<file path="config.mk">
export PLATFORM = sky130hd
export DESIGN_NAME = tft_fb_resp
export DESIGN_NICKNAME = d
export VERILOG_FILES = /design/src/rtl/tft_fb_pkg.sv /design/src/rtl/tft_fb_wbuf.sv /design/src/rtl/tft_fb_resp.sv
export SDC_FILE = /design/constraint.sdc
export NUM_CORES = 1
export LEC_CHECK = 0
export ABC_AREA = 1
export CORE_MARGIN = 1.5
export CORE_UTILIZATION = 45
export CTS_CLUSTER_SIZE = 25
export DETAILED_ROUTE_END_ITERATION = 8
export PLACE_DENSITY = 0.69
export SYNTH_ARGS = -nofsm -noshare
export SYNTH_HDL_FRONTEND = slang
export SYNTH_SLANG_ARGS = --single-unit
</file>
<file path="constraint.sdc">
create_clock -name clk -period 2.9 [get_ports clk]
set_input_delay 0.58 -clock clk [delete_from_list [all_inputs] [get_ports clk]]
set_output_delay 0.58 -clock clk [all_outputs]
set_load 0.05 [all_outputs]
</file>
<file path="src/rtl/tft_fb_pkg.sv">
// Shared widths, write-buffer entry layout and clear-FSM states for the TFT frame-buffer responder.
package tft_fb_pkg;

    localparam int unsigned FB_ADDR_W = 13;
    localparam int unsigned FB_DATA_W = 8;
    localparam int unsigned WBUF_W    = FB_ADDR_W + FB_DATA_W;

    localparam logic [FB_ADDR_W-1:0] FB_SIZE_DEF = 13'h12C0;

    typedef struct packed {
        logic [FB_ADDR_W-1:0] addr;
        logic [FB_DATA_W-1:0] data;
    } wbuf_ent_t;

    typedef enum logic {
        CLR_IDLE  = 1'b0,
        CLR_CLEAR = 1'b1
    } clr_state_t;

endpackage

</file>
<file path="src/rtl/tft_fb_wbuf.sv">
// Posted-write FIFO between the STN capture writer and the shared frame-buffer SRAM.
module tft_fb_wbuf #(
    parameter int unsigned DEPTH = 4,
    parameter int unsigned WIDTH = 21
) (
    input  logic             clk,
    input  logic             rst_x,
    input  logic             push,
    input  logic [WIDTH-1:0] push_data,
    input  logic             pop,
    output logic [WIDTH-1:0] head_data,
    output logic             full,
    output logic             empty
);

    localparam int unsigned AW = (DEPTH > 1) ? $clog2(DEPTH) : 1;

    logic [WIDTH-1:0] mem_r [DEPTH];
    logic [AW:0]      wptr_r;
    logic [AW:0]      rptr_r;
    logic             push_ok;
    logic             pop_ok;

    // Extra pointer MSB distinguishes full from empty when the index bits match.
    assign empty     = (wptr_r == rptr_r);
    assign full      = (wptr_r[AW] != rptr_r[AW]) && (wptr_r[AW-1:0] == rptr_r[AW-1:0]);
    assign head_data = mem_r[rptr_r[AW-1:0]];
    assign push_ok   = push & ~full;
    assign pop_ok    = pop & ~empty;

    always_ff @(posedge clk or negedge rst_x) begin
        if (!rst_x) begin
            wptr_r <= '0;
            rptr_r <= '0;
        end else begin
            if (push_ok) wptr_r <= wptr_r + (AW+1)'(1);
            if (pop_ok)  rptr_r <= rptr_r + (AW+1)'(1);
        end
    end

    always_ff @(posedge clk) begin
        if (push_ok) mem_r[wptr_r[AW-1:0]] <= push_data;
    end

endmodule

</file>
<file path="src/rtl/tft_fb_resp.sv">
// Frame-buffer read responder: display reads win the SRAM port, then the clear sweep, then buffered writes.
// Optional clear sweep enabled by defining TFT_FB_CLEAR_EN.
module tft_fb_resp
    import tft_fb_pkg::*;
#(
    parameter logic [FB_ADDR_W-1:0] FB_SIZE    = FB_SIZE_DEF,
    parameter int unsigned          WBUF_DEPTH = 4
) (
    input  logic        clk,
    input  logic        rst_x,
    input  logic        fifo_rdreq,
    input  logic [12:0] fifo_raddr,
    output logic        fifo_rdack,
    output logic [7:0]  fifo_rdata,
    input  logic        wr_req,
    input  logic [12:0] wr_addr,
    input  logic [7:0]  wr_data,
    output logic        wr_ack,
    output logic        wr_oor,
    input  logic        clr_req,
    output logic        clr_busy,
    output logic        ram_cs,
    output logic        ram_we,
    output logic [12:0] ram_addr,
    output logic [7:0]  ram_wdata,
    input  logic [7:0]  ram_rdata
);

    wbuf_ent_t            push_ent;
    wbuf_ent_t            head_ent;
    logic                 wbuf_full;
    logic                 wbuf_empty;
    logic                 drain;
    logic                 head_in_rng;
    logic                 rd_in_rng;
    logic                 sweep_busy;
    logic                 sweep_wr;
    logic [FB_ADDR_W-1:0] sweep_addr;
    logic                 rd_vld_r;
    logic [FB_DATA_W-1:0] hold_r;
    logic [FB_ADDR_W-1:0] addr_r;
    logic [FB_DATA_W-1:0] wdata_r;

    assign fifo_rdack = fifo_rdreq;
    assign wr_ack     = wr_req & ~wbuf_full;
    assign rd_in_rng  = (fifo_raddr < FB_SIZE);
    assign push_ent   = '{addr: wr_addr, data: wr_data};

    tft_fb_wbuf #(
        .DEPTH (WBUF_DEPTH),
        .WIDTH (WBUF_W)
    ) u_wbuf (
        .clk       (clk),
        .rst_x     (rst_x),
        .push      (wr_ack),
        .push_data (push_ent),
        .pop       (drain),
        .head_data (head_ent),
        .full      (wbuf_full),
        .empty     (wbuf_empty)
    );

`ifdef TFT_FB_CLEAR_EN
    clr_state_t           state_r;
    clr_state_t           state_nxt;
    logic [FB_ADDR_W-1:0] cnt_r;
    logic [FB_ADDR_W-1:0] cnt_nxt;

    always_ff @(posedge clk or negedge rst_x) begin
        if (!rst_x) begin
            state_r <= CLR_IDLE;
            cnt_r   <= '0;
        end else begin
            state_r <= state_nxt;
            cnt_r   <= cnt_nxt;
        end
    end

    // Sweep yields to display reads; the counter only advances on cycles it owns the RAM.
    always_comb begin
        state_nxt = state_r;
        cnt_nxt   = cnt_r;
        sweep_wr  = 1'b0;
        case (state_r)
            CLR_IDLE: begin
                if (clr_req) begin
                    state_nxt = CLR_CLEAR;
                    cnt_nxt   = '0;
                end
            end
            CLR_CLEAR: begin
                if (!fifo_rdreq) begin
                    sweep_wr = 1'b1;
                    cnt_nxt  = cnt_r + FB_ADDR_W'(1);
                    if (cnt_r == FB_ADDR_W'(FB_SIZE - FB_ADDR_W'(1))) state_nxt = CLR_IDLE;
                end
            end
            default: state_nxt = CLR_IDLE;
        endcase
    end

    assign sweep_busy = (state_r == CLR_CLEAR);
    assign sweep_addr = cnt_r;
`else
    logic clr_req_unused;

    assign clr_req_unused = clr_req;
    assign sweep_busy     = 1'b0;
    assign sweep_wr       = 1'b0;
    assign sweep_addr     = '0;
`endif

    assign clr_busy    = sweep_busy;
    assign drain       = ~fifo_rdreq & ~sweep_busy & ~wbuf_empty;
    assign head_in_rng = (head_ent.addr < FB_SIZE);

    // SRAM port arbitration; address and write data hold their last value when idle.
    always_comb begin
        ram_cs    = 1'b0;
        ram_we    = 1'b0;
        ram_addr  = addr_r;
        ram_wdata = wdata_r;
        if (fifo_rdreq) begin
            if (rd_in_rng) begin
                ram_cs   = 1'b1;
                ram_addr = fifo_raddr;
            end
        end else if (sweep_wr) begin
            ram_cs    = 1'b1;
            ram_we    = 1'b1;
            ram_addr  = sweep_addr;
            ram_wdata = '0;
        end else if (drain && head_in_rng) begin
            ram_cs    = 1'b1;
            ram_we    = 1'b1;
            ram_addr  = head_ent.addr;
            ram_wdata = head_ent.data;
        end
    end

    always_ff @(posedge clk or negedge rst_x) begin
        if (!rst_x) begin
            addr_r   <= '0;
            wdata_r  <= '0;
            rd_vld_r <= 1'b0;
            hold_r   <= '0;
            wr_oor   <= 1'b0;
        end else begin
            addr_r   <= ram_addr;
            wdata_r  <= ram_wdata;
            rd_vld_r <= fifo_rdreq & rd_in_rng;
            wr_oor   <= drain & ~head_in_rng;
            // An out-of-range read forces zero data even if a prior read is still landing.
            if (fifo_rdreq && !rd_in_rng) hold_r <= '0;
            else if (rd_vld_r)            hold_r <= ram_rdata;
        end
    end

    assign fifo_rdata = rd_vld_r ? ram_rdata : hold_r;

endmodule
</file>
# [Yosys cells after proc, flatten, opt, wreduce, memory -nomap -nowiden]
# Memory sizes are Yosys's and may differ from the RTL's.
# Cells that the tools add are included.
# W data, S select, Z words.
[op_classes] add_sub_neg=2 mul=0 div_mod_pow=0 magnitude_cmp=2 eq_ne=3 n_shift=0 mux=13 n_bitwise=10 n_reduce_logical=4
[op_table] op="$mux W13" count=3
[op_table] op="$mux W8" count=4
[op_table] op="$lt A13 B13 Y1 const B" count=2
[op_table] op="$add A3 B1 Y3 const B" count=2
[op_table] op="$and A1 B1 Y1" count=6
[op_table] op="$mux W1" count=6
[op_table] op="$not A1 Y1" count=4
[op_table] op="$eq A3 B3 Y1" count=1
[op_table] op="$logic_and A1 B1 Y1" count=3
[op_table] op="$eq A2 B2 Y1" count=1
[op_table] op="$logic_not A1 Y1" count=1
[op_table] op="$ne A1 B1 Y1" count=1
[word_totals] reg_bits=37 latch_bits=0 ramBits=84 mem_bits_ro=0 inputBits=47 output_inout_bits=35 elab_cells=42 n_memories=1
[memory_table] memory="u_wbuf.mem_r" words=4 width=21 read_ports=1 rd_clocked_by_memory_dff=0 write_ports=1 line="tft_fb_wbuf.sv:18" source="logic [WIDTH-1:0] mem_r [DEPTH];"

# [Depth between registers and ports, before layout]
# Gate-level depths: netlist of run 1.
[logic_depth] word_depth=7 ltp_mapped=13

# [Hierarchy]
# Synthesis of run 1 repeated with hierarchy kept, for this count alone.
[hier_totals] hier_cells=531 hier_area_um2=5393.9
[by_module_without_submodules] module="tft_fb_wbuf" instances=1 cells_each=264 area_each_um2=3558.4 seq_area_each_um2=2672.6
[by_module_without_submodules] module="tft_fb_resp" instances=1 cells_each=267 area_each_um2=1835.5 seq_area_each_um2=775.7

# [Least setup slack after synthesis of run 1]
# No wires, ideal clock.
[synth_timing] path_kind="register -> output" from="reg u_wbuf.rptr_r[0]" to="out ram_addr[6]" arrival_time_ps=1893 required_time_ps=2320 setup_slack_ps=427 stages_incl_launch_ff=12 n_path_buf=2 path_cell_list="dfrtp_1 buf_6 buf_6 nand2_1 nand3_1 nand2_1 nor2_2 nand2_2 nand3_4 inv_2 nand2_1 nand3_1"
[synth_via] elab_chain_cells=6
[synth_lines] element="start: declaration" line="tft_fb_wbuf.sv:20" source="logic [AW:0] rptr_r;"
[synth_lines] element="start signal: assignment" line="tft_fb_wbuf.sv:37" source="if (pop_ok) rptr_r <= rptr_r + (AW+1)'(1);"
[synth_lines] element="parallel branches: the longest is 4 deep, another holds $mem_v2 Z4 W21"
[synth_lines] element="$mux W13 *" line="tft_fb_resp.sv:133" source="end else if (drain && head_in_rng) begin"
[synth_lines] element="$mux W13 *" line="tft_fb_resp.sv:123" source="if (fifo_rdreq) begin"
[synth_lines] element="end: declaration" line="tft_fb_resp.sv:24" source="output logic [12:0] ram_addr,"
# Mark *: on every way between the ends.

# [Final worst setup path of run 1]
[layout_timing] from="reg u_wbuf.rptr_r[0]" to="out ram_addr[3]"
# The elaborated chain is that of the path after synthesis.

==> results of run 1 <==
-- routing by layer --
metal | GRT usage [%] | wire length [um] | vias to the layer above
met1 | 24.71 | 4825 | 1726
met3 | 6.055 | 731 | 18
met2 | 32.43 | 5539 | 105
met5 | 0 | 0 | -
met4 | 8.627 | 208 | 0
li1 | - | - | 1820
-- kinds of logic (layout without fill, tap and decap cells) --
logic type	count (synthesis)	count (layout)	share of synthesized area, %
flip-flops	121	121	66.93
AND/OR/NAND/NOR	197	197	16.20
other	1	1	0.07278
adder cells (fa/ha/maj)	5	5	1.214
AO/OA/AOI/OAI	65	65	7.139
buffers and inverters	83	201	7.261
XOR/XNOR	7	7	1.190
-- worst max-delay path, stage by stage, from the launching register on --
cell and delay [ns]:
dfrtp_2 0.47, inv_6 0.16, nand2_1 0.07, nand3_1 0.07, nand2_1 0.11, nand2_1 0.09
nand2_1 0.06, nand2_2 0.08, buf_4 0.18, nand4_1 0.16, nand3_1 0.13, nand2_1 0.11
buf_12 0.17
-- cell type report --
cell class	instances	area, sq um
fill	819	3861
sequential	121	3451
multi-input combinational	275	1383
timing repair buffer	109	1282
clock buffer	23	467.9
inverter	59	232.7
tap	140	175.2
clock inverter	9	122.6
timing repair inverter	1	7.507
-- path summary, 6_finish.rpt --
check	cells past startpoint	end	slack, ns
max in group asynchronous	1	u_wbuf.rptr_r[1]$_DFFE_PN0P_	2.06
min in group clk	1	u_wbuf.wptr_r[2]$_DFFE_PN0P_	0.49
hold reg to reg	1	u_wbuf.wptr_r[2]$_DFFE_PN0P_	0.49
hold / removal	1	addr_r[3]$_DFF_PN0_	0.27
setup / recovery	12	ram_addr[3]	0.05
setup reg to reg	13	addr_r[5]$_DFF_PN0_	0.91
-- registers in the layout, indices dropped and copies added, names as in the netlist --
register,cells
wr_oor,1
u_wbuf.wptr_r,3
wdata_r,8
hold_r,8
rd_vld_r,1
u_wbuf.rptr_r,3
u_wbuf.mem_r,84
addr_r,13
-- synth_stat cells, drive strengths merged --
library cell,count,area (sq um)
inv,59,224.0
conb,1,3.750
edfxtp,84,2522
nor2,43,166.4
nand4,12,75.07
ha,5,62.56
xnor2,4,35.03
o22ai,14,87.58
nand3b,1,7.510
a22oi,10,75.07
o21ai,39,195.2
a21oi,2,10.01
dfrtp,37,925.9
nand2,110,417.9
xor2,3,26.28
clkbuf,5,18.77
nand3,31,167.7
buf,19,131.4
-- per-stage QoR --
step	hold WS, ns	setup WS, ns
after global routing	0.3286	-0.03850
final	0.2706	0.05401
after global placement	0.4745	-0.02240
after CTS	0.2818	0.01168
after detailed placement	0.4792	-0.02260
after floorplan	0.2844	0.4273
-- timing repair --
item                       CTS  global route
setup endpoints to repair   21            14
pin swaps                    9             5
gates resized for setup     18            16
hold endpoints to repair     0             0
gates cloned                 1             0
buffers inserted             6             2
-- power by group --
group	total, mW	switching [mW]	internal, mW	leakage [nW]
combinational	4.51	2.73	1.78	1.55
sequential	2.57	0.199	2.37	1.22
clock	2.08	0.691	1.39	0.292
==> results.tsv, run 1 <==
stage	metric	value	unit
place	placed_cell_area	6359	sq um
power_and_ir_drop	ir_drop	659.8	uV
cells_and_area	drive_gt1_share	19.60	%
sta	hold_violations	0	
cells_and_area	final_common_cell	nand2_1	
cells_and_area	diodes	0	
run	drv_cap	0	
logic_synthesis	synth_cells	479	
floorplan	io_pins	82	
grt	grt_pass1_vias	3600	
clock_tree	cts_root_buffer	clkbuf_16	
cells_and_area	fin_area	7122	sq um
sta	fin_setup_tns	0	ns
routing	vias_per_cell	4.978	
clock_tree	insertion_delay	0.41	ns
sta	tightest_slew	0.8225	ns
logic_synthesis	synth_seq_cells	121	
grt	grt.total_usage	19.94	%
worst_setup_path	worst-path-max-fanout	18	
worst_setup_path	crit_required	2.32	ns
sta	fin_worst_skew	0.007067	ns
place	gp_congestion	0.7583	
grt	grt_pass1_wl	17.58	mm
clock_tree	hold_buffers	0	
cells_and_area	stdcell_count	737	
routing	wl_per_cell	15.34	um
sta	rsz0062_at_grt	true	
routing	drt_wl_total	11.30	mm
floorplan	die_width	110.0	um
grt	antenna_found_initial	0	
sta	min_period	2.846	ns
worst_setup_path	worstSetupPathType	flip-flop to primary output	
grt	grt_max_degree	38	
cells_and_area	most-common-layout-cells	nand2_1 (103), edfxtp_1 (84), inv_1 (53)	
logic_synthesis	synth_cell_types	26	
place	post-place-cells	696	
routing	drtIter0Drc	303	
cells_and_area	area_delta_synth_final	38.22	%
worst_setup_path	crit_path_start_kind	flip-flop	
worst_setup_path	critPathCaptureType	primary output	
sta	slew_headroom	45.17	%
routing	vias	3669	
cells_and_area	nNetsFinal	636	
power_and_ir_drop	leakagePower	3.061	nW
floorplan	start_util	46.91	%
clock_tree	clock_sinks	121	
place	hpwlAfterDp	7.310	mm
logic_synthesis	syn_area_per_cell	10.76	sq um
outcome	outcome	finished clean	
floorplan	row_count	38	
sta	min_period_over_period	98.14	%
clock_tree	cts.htree.levels	4	
sta	max_clock_freq	351.4	MHz
worst_setup_path	crit_arrival	2.27	ns
place	port-buffer-count	79	
logic_synthesis	ys_seq_area_share	66.93	%
logic_synthesis	syn_area	5152	sq um
floorplan	die-area	12100	sq um
clock_tree	cts.path.max_buffers	2	
routing	drcViolationCount	0	
sta	finalSetupViolations	0	
routing	ant_nets	0	
sta	slew_violations	0	
clock_tree	numCtsBuffers	17	
floorplan	coreArea	10980	sq um
logic_synthesis	yosys_warnings	0	
cells_and_area	final_core_util	64.84	%
routing	first_pass_iters	5	
power_and_ir_drop	finalPower	9.163	mW
clock_tree	path_clk_slew	0.05	ns
logic_synthesis	synth_nets	531	
clock_tree	cts_tree	done	
power_and_ir_drop	powerDensity	1287	nW/um^2
worst_setup_path	startpoint	u_wbuf.rptr_r[0]$_DFFE_PN0P_	
min_path	hold_class	input port to async pin	
grt	globalRouteOverflowTotal	0	
worst_setup_path	rr_startpoint	u_wbuf.rptr_r[0]$_DFFE_PN0P_	
floorplan	die_h	110.0	um
(Power assumes the default switching activity.)
==> run 2: changes to the inputs <==
Settings changed: CORE_ASPECT_RATIO set to 2.
==> run 2 against run 1 <==
  * Clock power is 5% lower
  * Cell area fell by 1.2%
  * Fmax increased by 0.80%
  * Utilization fell by 2.1 points
  * First-iteration DRC count is 22% lower
  * Worst setup slack improved by 0.023 ns
  * Hold slack got worse by 0.0038 ns
  * Count of clock-buffer cells in the layout shrank 6
  * Clock skew decreased by 0.0023 ns
  * Register-to-register slack better by 0.07 ns
==> results.tsv, run 2 (synthesized netlist as in run 1, its figures left out) <==
stage	metric	value	unit
floorplan	start_util	45.93	%
power_and_ir_drop	ir_drop	776.7	uV
sta	slew_headroom	44.68	%
worst_setup_path	r2r_end	addr_r[4]$_DFF_PN0_	
sta	tightest_slew	0.8297	ns
place	gp_congestion	0.7953	
floorplan	die_h	154.3	um
floorplan	die_width	78.67	um
place	hpwlAfterDp	7.906	mm
clock_tree	numCtsBuffers	17	
worst_setup_path	crit_arrival	2.24	ns
grt	use_met1	18.70	%
grt	grt_use_met2	37.56	%
floorplan	io_pins	82	
grt	grt.total_usage	19.59	%
sta	hold_violations	0	
cells_and_area	nNetsFinal	626	
cells_and_area	largest_reg_flops	84	
floorplan	row_count	55	
grt	globalRouteOverflowTotal	0	
min_path	hold_class	input port to async pin	
grt	grt_use_met3	4.425	%
routing	vias_per_cell	5.181	
sta	min_period_over_period	97.36	%
clock_tree	clock_sinks	121	
worst_setup_path	rr_startpoint	u_wbuf.rptr_r[0]$_DFFE_PN0P_	
cells_and_area	multi_input_area	1396	sq um
worst_setup_path	worstSetupPathType	flip-flop to primary output	
power_and_ir_drop	powerDensity	1278	nW/um^2
floorplan	die-area	12140	sq um
floorplan	coreArea	11220	sq um
worst_setup_path	reg2reg_depth	13	
grt	antenna_found_initial	0	
place	port-buffer-count	79	
cells_and_area	ff_latch_area	3451	sq um
power_and_ir_drop	leakagePower	2.982	nW
worst_setup_path	critPathMostFrequentCell	nand2_1	
cells_and_area	final_common_cell	nand2_1	
sta	slew_violations	0	
routing	drtIter0Drc	237	
routing	first_pass_iters	4	
routing	wl_per_cell	16.00	um
place	placed_cell_area	6334	sq um
cells_and_area	fill_cells	866	
routing	drcViolationCount	0	
worst_setup_path	crit_path_start_kind	flip-flop	
run	drv_cap	0	
clock_tree	cts.path.max_buffers	2	
grt	grt_most_used_layer	met2	
routing	drt_wl_total	11.66	mm
clock_tree	cts.htree.levels	4	
worst_setup_path	cp_cell_sequence	buf_8 > nand2_1 > nand3_1 > nand2_1 > nand2_1 > nand2_1 > nand2_2 > nand3_4 > buf_4 > nand3_1 > nand3_1 > buf_12	
worst_setup_path	crit_required	2.32	ns
grt	grt_pass1_vias	3763	
worst_setup_path	max_stage_delay	0.44	ns
cells_and_area	most-common-layout-cells	nand2_1 (98), edfxtp_1 (84), inv_1 (53)	
clock_tree	path_clk_slew	0.06	ns
worst_setup_path	cp.buffers_inverters	3	
worst_setup_path	critPathCaptureType	primary output	
sta	min_period	2.823	ns
grt	grt_pass1_wl	17.88	mm
cells_and_area	drive_gt1_share	19.76	%
routing	ant_nets	0	
grt	grt_max_degree	38	
sta	fin_worst_skew	0.004787	ns
worst_setup_path	cp_top_family	simple AND/OR/NAND/NOR gates	
clock_tree	insertion_delay	0.41	ns
worst_setup_path	worst-path-max-fanout	14	
cells_and_area	fin_area	7038	sq um
routing	vias	3777	
outcome	outcome	finished clean	
worst_setup_path	r2r_slack	0.98	ns
sta	finalSetupViolations	0	
cells_and_area	diodes	0	
sta	max_clock_freq	354.2	MHz
worst_setup_path	slowest_stage	dfrtp_2	
cells_and_area	area_delta_synth_final	36.60	%
power_and_ir_drop	finalPower	8.994	mW
sta	rsz0062_at_grt	true	
clock_tree	cts_root_buffer	clkbuf_16	
clock_tree	cts_tree	done	
==> run 2: layout make-up <==
cell class	count	area share (%)
inverter	59	3.342
clock buffer	17	6.044
timing repair buffer	99	17.05
sequential	121	49.03
clock inverter	15	2.062
multi-input combinational	275	19.84
timing repair inverter	1	0.1067
tap	142	2.524
==> run 2: how the worst max path moves through the flow <==
stage | end | cells past startpoint | startpoint | slack [ns]
after global placement | ram_addr[8] | 9 | fifo_raddr[7] | 0.03
after detailed placement | ram_addr[2] | 9 | fifo_raddr[7] | 0.02
after global routing | ram_addr[2] | 12 | u_wbuf.rptr_r[0]$_DFFE_PN0P_ | -0.03
after floorplan | ram_addr[6] | 11 | u_wbuf.rptr_r[0]$_DFFE_PN0P_ | 0.43
final | ram_addr[6] | 12 | u_wbuf.rptr_r[0]$_DFFE_PN0P_ | 0.08
after CTS | ram_addr[2] | 9 | fifo_raddr[7] | -0.02
==> run 2: stage by stage <==
| step | std cells | hold WS, ns | setup TNS [ns] | utilization, % | setup WS, ns |
|---|---|---|---|---|---|
| finish | 729 | 0.2668 | 0 | 62.74 | 0.07661 |
| global route | 729 | 0.3383 | -0.2161 | 62.74 | -0.02728 |
| global placement | 692 | 0.4757 | 0 | 56.46 | 0.03386 |
| floorplan | 479 | 0.2844 | 0 | - | 0.4273 |
| CTS | 724 | 0.2843 | -0.05294 | 61.67 | -0.01936 |
| detailed placement | 692 | 0.4770 | 0 | 56.46 | 0.02034 |
==> run 2: repair_timing <==
item | in CTS | in global routing
pin swaps | 0 | 8
gates cloned | 0 | 1
setup buffers | 0 | 4
endpoints found under the setup margin | 19 | 21
resized for setup | 5 | 27
hold buffers | 0 | 0
==> run 2: per-layer routing <==
metal  up-vias  wire length (um)
li1       1800                 -
met1      1812              4064
met2       135              6747
met3        30               562
met4         0               286
met5         -                 0
==> run 2: report_power, final <==
group / switching [mW] / internal, mW / total, mW
logic: 2.69 / 1.75 / 4.44
clock network: 0.784 / 1.19 / 1.98
registers: 0.208 / 2.37 / 2.58
